[src/rtl/fetch_stage.sv]
// rtl/fetch_stage.sv - PC, instruction fetch and IF/ID pipeline register for the 19-bit pipeline
// Optional fetch statistics counters are built when FETCH_STATS_EN is defined.
module fetch_stage #(
    parameter int                PC_W     = 12,
    parameter int                INST_W   = 19,
    parameter logic [PC_W-1:0]   RESET_PC = '0,
    parameter logic [INST_W-1:0] NOP_WORD = '0
) (
    input  logic              clk,
    input  logic              reset,
    input  logic              pc_writebar,
    input  logic              IF_ID_loadbar,
    input  logic              IF_ID_flush,
    input  logic              redirect,
    input  logic [PC_W-1:0]   redirect_pc,
    output logic [PC_W-1:0]   imem_addr,
    input  logic [INST_W-1:0] imem_data,
    output logic [INST_W-1:0] IF_ID_instruction,
    output logic [PC_W-1:0]   IF_ID_pc_plus1,
    output logic              IF_ID_valid,
    output logic [1:0]        fetch_state
`ifdef FETCH_STATS_EN
    ,
    output logic [31:0]       stat_fetched,
    output logic [31:0]       stat_stalls,
    output logic [31:0]       stat_flushes
`endif
);

    typedef enum logic [1:0] {
        S_FILL  = 2'd0,
        S_RUN   = 2'd1,
        S_STALL = 2'd2
    } state_t;

    state_t            state_q, state_d;
    logic [PC_W-1:0]   pc_q, pc_d, pc_inc;
    logic              in_fill, hold_pc, hold_ifid, flush, squash, load;

    assign pc_inc    = pc_q + PC_W'(1);
    assign imem_addr = pc_q;
    assign fetch_state = state_q;

    // The first cycle after reset always fetches; only a redirect can override it.
    assign in_fill   = (state_q == S_FILL);
    assign hold_pc   = pc_writebar   && !in_fill;
    assign hold_ifid = IF_ID_loadbar && !in_fill;
    assign flush     = IF_ID_flush   && !in_fill;
    assign squash    = redirect || flush;
    assign load      = !squash && !hold_ifid;

    always_comb begin
        pc_d    = pc_inc;
        state_d = state_q;
        if (redirect)
            pc_d = redirect_pc;
        else if (hold_pc)
            pc_d = pc_q;

        case (state_q)
            S_FILL:  state_d = S_RUN;
            S_RUN: begin
                if (!squash && (pc_writebar || IF_ID_loadbar))
                    state_d = S_STALL;
            end
            S_STALL: begin
                if (redirect || (!pc_writebar && !IF_ID_loadbar))
                    state_d = S_RUN;
            end
            default: state_d = S_FILL;
        endcase
    end

    always_ff @(posedge clk or negedge reset) begin
        if (!reset) begin
            state_q <= S_FILL;
            pc_q    <= RESET_PC;
        end else begin
            state_q <= state_d;
            pc_q    <= pc_d;
        end
    end

    // A squashed slot keeps its pc_plus1 so only the instruction and valid change.
    always_ff @(posedge clk or negedge reset) begin
        if (!reset) begin
            IF_ID_instruction <= NOP_WORD;
            IF_ID_pc_plus1    <= '0;
            IF_ID_valid       <= 1'b0;
        end else if (squash) begin
            IF_ID_instruction <= NOP_WORD;
            IF_ID_valid       <= 1'b0;
        end else if (load) begin
            IF_ID_instruction <= imem_data;
            IF_ID_pc_plus1    <= pc_inc;
            IF_ID_valid       <= 1'b1;
        end
    end

`ifdef FETCH_STATS_EN
    always_ff @(posedge clk or negedge reset) begin
        if (!reset) begin
            stat_fetched <= '0;
            stat_stalls  <= '0;
            stat_flushes <= '0;
        end else begin
            if (load && stat_fetched != 32'hFFFF_FFFF)
                stat_fetched <= stat_fetched + 32'd1;
            if (state_q == S_STALL && stat_stalls != 32'hFFFF_FFFF)
                stat_stalls <= stat_stalls + 32'd1;
            if (squash && stat_flushes != 32'hFFFF_FFFF)
                stat_flushes <= stat_flushes + 32'd1;
        end
    end
`endif

endmodule

[config.mk]
export PLATFORM = sky130hd
export DESIGN_NAME = fetch_stage
export DESIGN_NICKNAME = d
export VERILOG_FILES = /design/src/rtl/fetch_stage.sv
export SDC_FILE = /design/constraint.sdc
export NUM_CORES = 1
export LEC_CHECK = 0
export BUFFER_PORTS_ARGS = -buffer_cell sky130_fd_sc_hd__buf_2
export CAP_MARGIN = 0
export CORE_MARGIN = 10
export CORE_UTILIZATION = 35
export DETAILED_ROUTE_END_ITERATION = 8
export GPL_TIMING_DRIVEN = 1
export RECOVER_POWER = 100
export SLEW_MARGIN = 10
export SYNTH_ARGS = -nofsm -noshare
export SYNTH_HDL_FRONTEND = slang
export SYNTH_SLANG_ARGS = --single-unit
export TNS_END_PERCENT = 50
[constraint.sdc]
create_clock -name clk -period 2.2 [get_ports clk]
set_clock_uncertainty 0.05 [all_clocks]
set_input_delay 0 -clock clk [delete_from_list [all_inputs] [get_ports clk]]
set_output_delay 0 -clock clk [all_outputs]
set_load 0.005 [all_outputs]
Word level (Yosys, flattened, before mapping)
Cells that the tools add are included.
{"block": "word_totals", "output_inout_bits": 46, "word_cells": 39, "regBits": 46}
{"block": "classes", "add_sub_neg": 1, "n_bitwise": 1, "reduce_logical": 18, "eq_ne": 5, "muxes": 9}
{"cell": "19-bit 2-to-1 mux", "count": 2}
{"cell": "12-bit 2-to-1 mux", "count": 2}
{"cell": "12-bit by 1-bit adder with 12-bit output (second input constant)", "count": 1}
{"cell": "1-bit logical AND", "count": 6}
{"cell": "2-bit inequality test (second input constant)", "count": 3}
{"cell": "2-bit case mux with 3 select lines", "count": 1}
{"cell": "1-bit logical NOT", "count": 5}
{"cell": "2-bit 2-to-1 mux", "count": 2}
{"cell": "2-bit AND reduction", "count": 2}
{"cell": "1-bit logical OR", "count": 3}
{"cell": "2-bit by 1-bit == test with 1-bit output (second input constant)", "count": 1}
{"cell": "2-bit == test (second input constant)", "count": 1}
{"cell": "2-bit logical NOT", "count": 1}
{"cell": "1-bit 2-to-1 mux", "count": 2}
{"cell": "2-bit nonzero test", "count": 1}
{"cell": "1-bit inverter", "count": 1}

Longest topological paths before layout
{"block": "logic_depth", "depth_word": 8, "ltp_mapped": 5, "depth_no_buf": 5}

Worst setup path before layout
Ideal clock, no wire load.
{"block": "synth_timing", "path_kind": "register to register", "startpoint": "register pc_q[0], in the netlist imem_addr[0]", "endpoint": "register pc_q[10], in the netlist imem_addr[10]", "synth_period_minus_slack_ns": 1.704, "required_ns": 2.025, "arrival_time_ns": 1.530, "setup_time_ns": 0.125, "path_slack_ns": 0.496, "n_path_buf": 0, "path_stages_with_launch": 6, "cell_sequence": "dfrtp_1 -> ha_1 -> nand4_2 -> nor4_2 -> xor2_1 -> mux2_2"}
{"block": "synth_via", "elab_chain_cells": 3}
{"element": "start, declared", "line": "37", "rtl": "logic [PC_W-1:0] pc_q, pc_d, pc_inc;"}
{"element": "start signal, assigned", "line": "80", "rtl": "pc_q <= pc_d;"}
{"element": "12-bit by 1-bit adder with 12-bit output", "line": "40", "rtl": "assign pc_inc = pc_q + PC_W'(1);"}
{"element": "12-bit 2-to-1 mux", "line": "57", "rtl": "else if (hold_pc)"}
{"element": "12-bit 2-to-1 mux", "line": "55", "rtl": "if (redirect)"}
Every way passes these cells. The select of a mux whose other input is x is not followed.
A chain may end at the register's enable or synchronous reset.

Final worst setup path
{"block": "layout_timing", "startpoint": "register pc_q[1], in the netlist imem_addr[1]", "endpoint": "register pc_q[10], in the netlist imem_addr[10]"}
The elaborated chain is that of the path after synthesis.

==> flow_summary_export.csv <==
group,metric,value,unit
timing,setup_violations,0,
timing,fin_hold_ws,7.31,ps
synth,synth_compound_gate_area_share,0.151,
timing,tns,0,ps
final_layout,n_antenna_cell,0,
synth,synth.yosys.seq_area_share,0.553,
global_route,grt_pass1_vias,1952,
timing,layout_setup_ws,352,ps
synth,netlist_top_cells_count,"dfrtp_1, nor2_1, a22o_1",
die,die_h,97.2,µm
final_layout,drive_above_1_share,0.174,
setup_path,critical_path_class,"reg2reg",
setup_path,r2r-end,"imem_addr[10]$_DFFE_PN0P_",
clock_network,clockRootBuffer,"clkbuf_8",
setup_path,cp_data_required_time,2340,ps
drt,drt_wl_total,6100,µm
global_route,antenna_found_initial,0,
power,irDropWorstVdd,0.000262,V
final_layout,final_util,0.501,
timing,min_period,1850,ps
power,p_per_area,715,mW/mm²
worst_hold_path,worstHoldPathType,"in2reg",
die,initial_core_util,0.356,
die,ios,83,
synth,synthSimpleGateAreaFrac,0.142,
final_layout,nets,347,
timing,min_period_over_period,0.840,
setup_path,r2r-start,"imem_addr[1]$_DFFE_PN0P_",
worst_hold_path,worstHoldStart,"IF_ID_loadbar",
clock_network,cts_buffer_depth,2,
die,rows,28,
global_route,grt_util_all_layers,0.128,
die,coreArea,0.00585,mm²
final_layout,final_cells,385,
power,leakage,1.27,nW
setup_path,critPathLaunch,"imem_addr[1]$_DFFE_PN0P_",
final_layout,stdcell_area,0.00293,mm²
timing,hold_viol,0,
place,gp_congestion,0.810,
flow_run,drv_cap,0,
synth,synth_cells,190,
clock_network,tritoncts,"yes",
timing,slew_viol_final,0,
status,status,"complete, no violations",
synth,synthAdderAreaFrac,0.00601,
timing,tightestPinTransition,1120,ps
drt,postRouteAntennaNets,0,
timing,rsz0062_at_grt,"no",
synth,yosysWarnings,0,
synth,netlist_area,0.00208,mm²
drt,num_vias,1826,
clock_network,clk_pin_slew_worst_paths,80,ps
synth,yosys.cell_count.top_type,"dfrtp_1",
synth,synthMuxAreaShare,0.0252,
drt,route.detailed.drc,0,
timing,max_slew_margin,0.255,
setup_path,critical_path.max_fanout,6,
global_route,grt_max_degree,47,
synth,synth_seq_cells,46,
clock_network,worstSkewPairLatency,300,ps
place,place_inst,341,
setup_path,rr_worst_depth,5,
setup_path,worst_setup_path_start_kind,"flop",
synth,synthArstFlopShare,1.00,
place,dp_hpwl,4290,µm
clock_network,numCtsBuffers,5,
setup_path,endpoint,"imem_addr[10]$_DFFE_PN0P_",
drt,drtIter0Drc,69,
clock_network,post_cts_buffers,0,
synth,ys_types,27,
synth,synth_top_family_by_area,"compound AO/OA/AOI/OAI gates",
die,die-area,0.00944,mm²
synth,syn-num-nets,228,
setup_path,worstPathArrival,1990,ps
power,finalPower,2.10,mW
global_route,grt_pass1_wl,10100,µm
final_layout,areaGrowthSynthToFinish,40.7,%
synth,syn_area_per_cell,11.0,µm²
synth,synth_xor_area_frac,0.0883,
setup_path,reg2reg_slack,350,ps
die,die_w,97.2,µm
drt,firstDrtPassIters,4,
timing,fmax,541,MHz
global_route,gr-total-overflow,0,
synth,yosysTopAreaCell,"dfrtp_1",
synth,synth_area_leaders,"dfrtp_1, a22o_1, xnor2_1",
synth,ys.flop_type,"dfrtp_1",
final_layout,nFillCells,593,
clock_network,cts_htree_levels,2,
place,preCtsSetupSlack,390,ps
drt,via_per_inst,4.74,
clock_network,cts-resized-gates,0,
place,placed_cell_area,0.00258,mm²
synth,synth_edf_count,0,
setup_path,crit_path_end_kind,"flop",
clock_network,clkSinkCount,46,
drt,wire_per_inst,15.9,µm
synth,synth_top_cell_area_share,0.553,
place,port_buffers,82,
clock_network,ctsHoldBuffers,36,
## logic make-up after synthesis
| kind of cell | Yosys count |
|---|---|
| flip-flops | 46 |
| adder cells (fa/ha/maj) | 1 |
| multiplexers | 5 |
| XOR/XNOR | 21 |
| buffers and inverters | 15 |
| AND/OR/NAND/NOR | 55 |
| AO/OA/AOI/OAI | 47 |
## how the worst min path moves through the flow
stage,depth (start not counted),to
after floorplan,0,IF_ID_instruction[0]$_DFFE_PN0P_
after global placement,2,IF_ID_pc_plus1[11]$_DFFE_PN0P_
after detailed placement,2,IF_ID_pc_plus1[9]$_DFFE_PN0P_
after CTS,4,IF_ID_valid$_DFFE_PN0P_
after global routing,4,IF_ID_valid$_DFFE_PN0P_
final,4,IF_ID_valid$_DFFE_PN0P_
## sequential cells by signal, summed over array words and instances, names as in the netlist
register,flops
fetch_state,2
IF_ID_pc_plus1,12
IF_ID_valid,1
imem_addr,12
IF_ID_instruction,19
## metal layers
layer	global-route usage	wire (µm)	up-vias
met2	0.221	3220	41
met1	0.148	2560	877
met4	0.0499	88	0
met5	0	0	-
li1	-	-	899
met3	0.0306	235	9
## power by group
group | switching [mW] | internal [mW]
sequential | 0.102 | 0.968
combinational | 0.246 | 0.243
clock | 0.308 | 0.230
total | 0.655 | 1.44
## final cells by class
| cell class | instances | area, µm² | area share |
|---|---|---|---|
| Clock buffer | 5 | 68.8 | 0.0235 |
| Multi-Input combinational cell | 129 | 820 | 0.280 |
| Inverter | 5 | 18.8 | 0.00640 |
| Tap cell | 75 | 93.8 | 0.0320 |
| Timing Repair Buffer | 122 | 754 | 0.257 |
| Clock inverter | 3 | 25.0 | 0.00854 |
| Sequential cell | 46 | 1150 | 0.393 |
## critical path: stages, from the launching register on
cell     delay, ps
dfrtp_1        430
ha_1           260
nand4_1        260
nor4_1         380
xor2_1         110
mux2_2         260
## layout by cell type (no fill, tap or decap), types with 2 or more instances in the layout
cell type,count
xnor2_1,18
buf_2,40
a22o_1,19
nor3_1,7
clkbuf_8,5
o21ai_0,9
inv_1,5
nand2_1,14
nand4_1,3
xor2_1,3
a21oi_1,12
mux2_2,2
dlygate4sd3_1,36
o21ai_1,4
dfrtp_1,46
clkbuf_1,43
mux2i_1,3
nand3_1,4
nor4_1,3
nor2_1,23
Note: power is estimated with default switching activity, not from simulation.
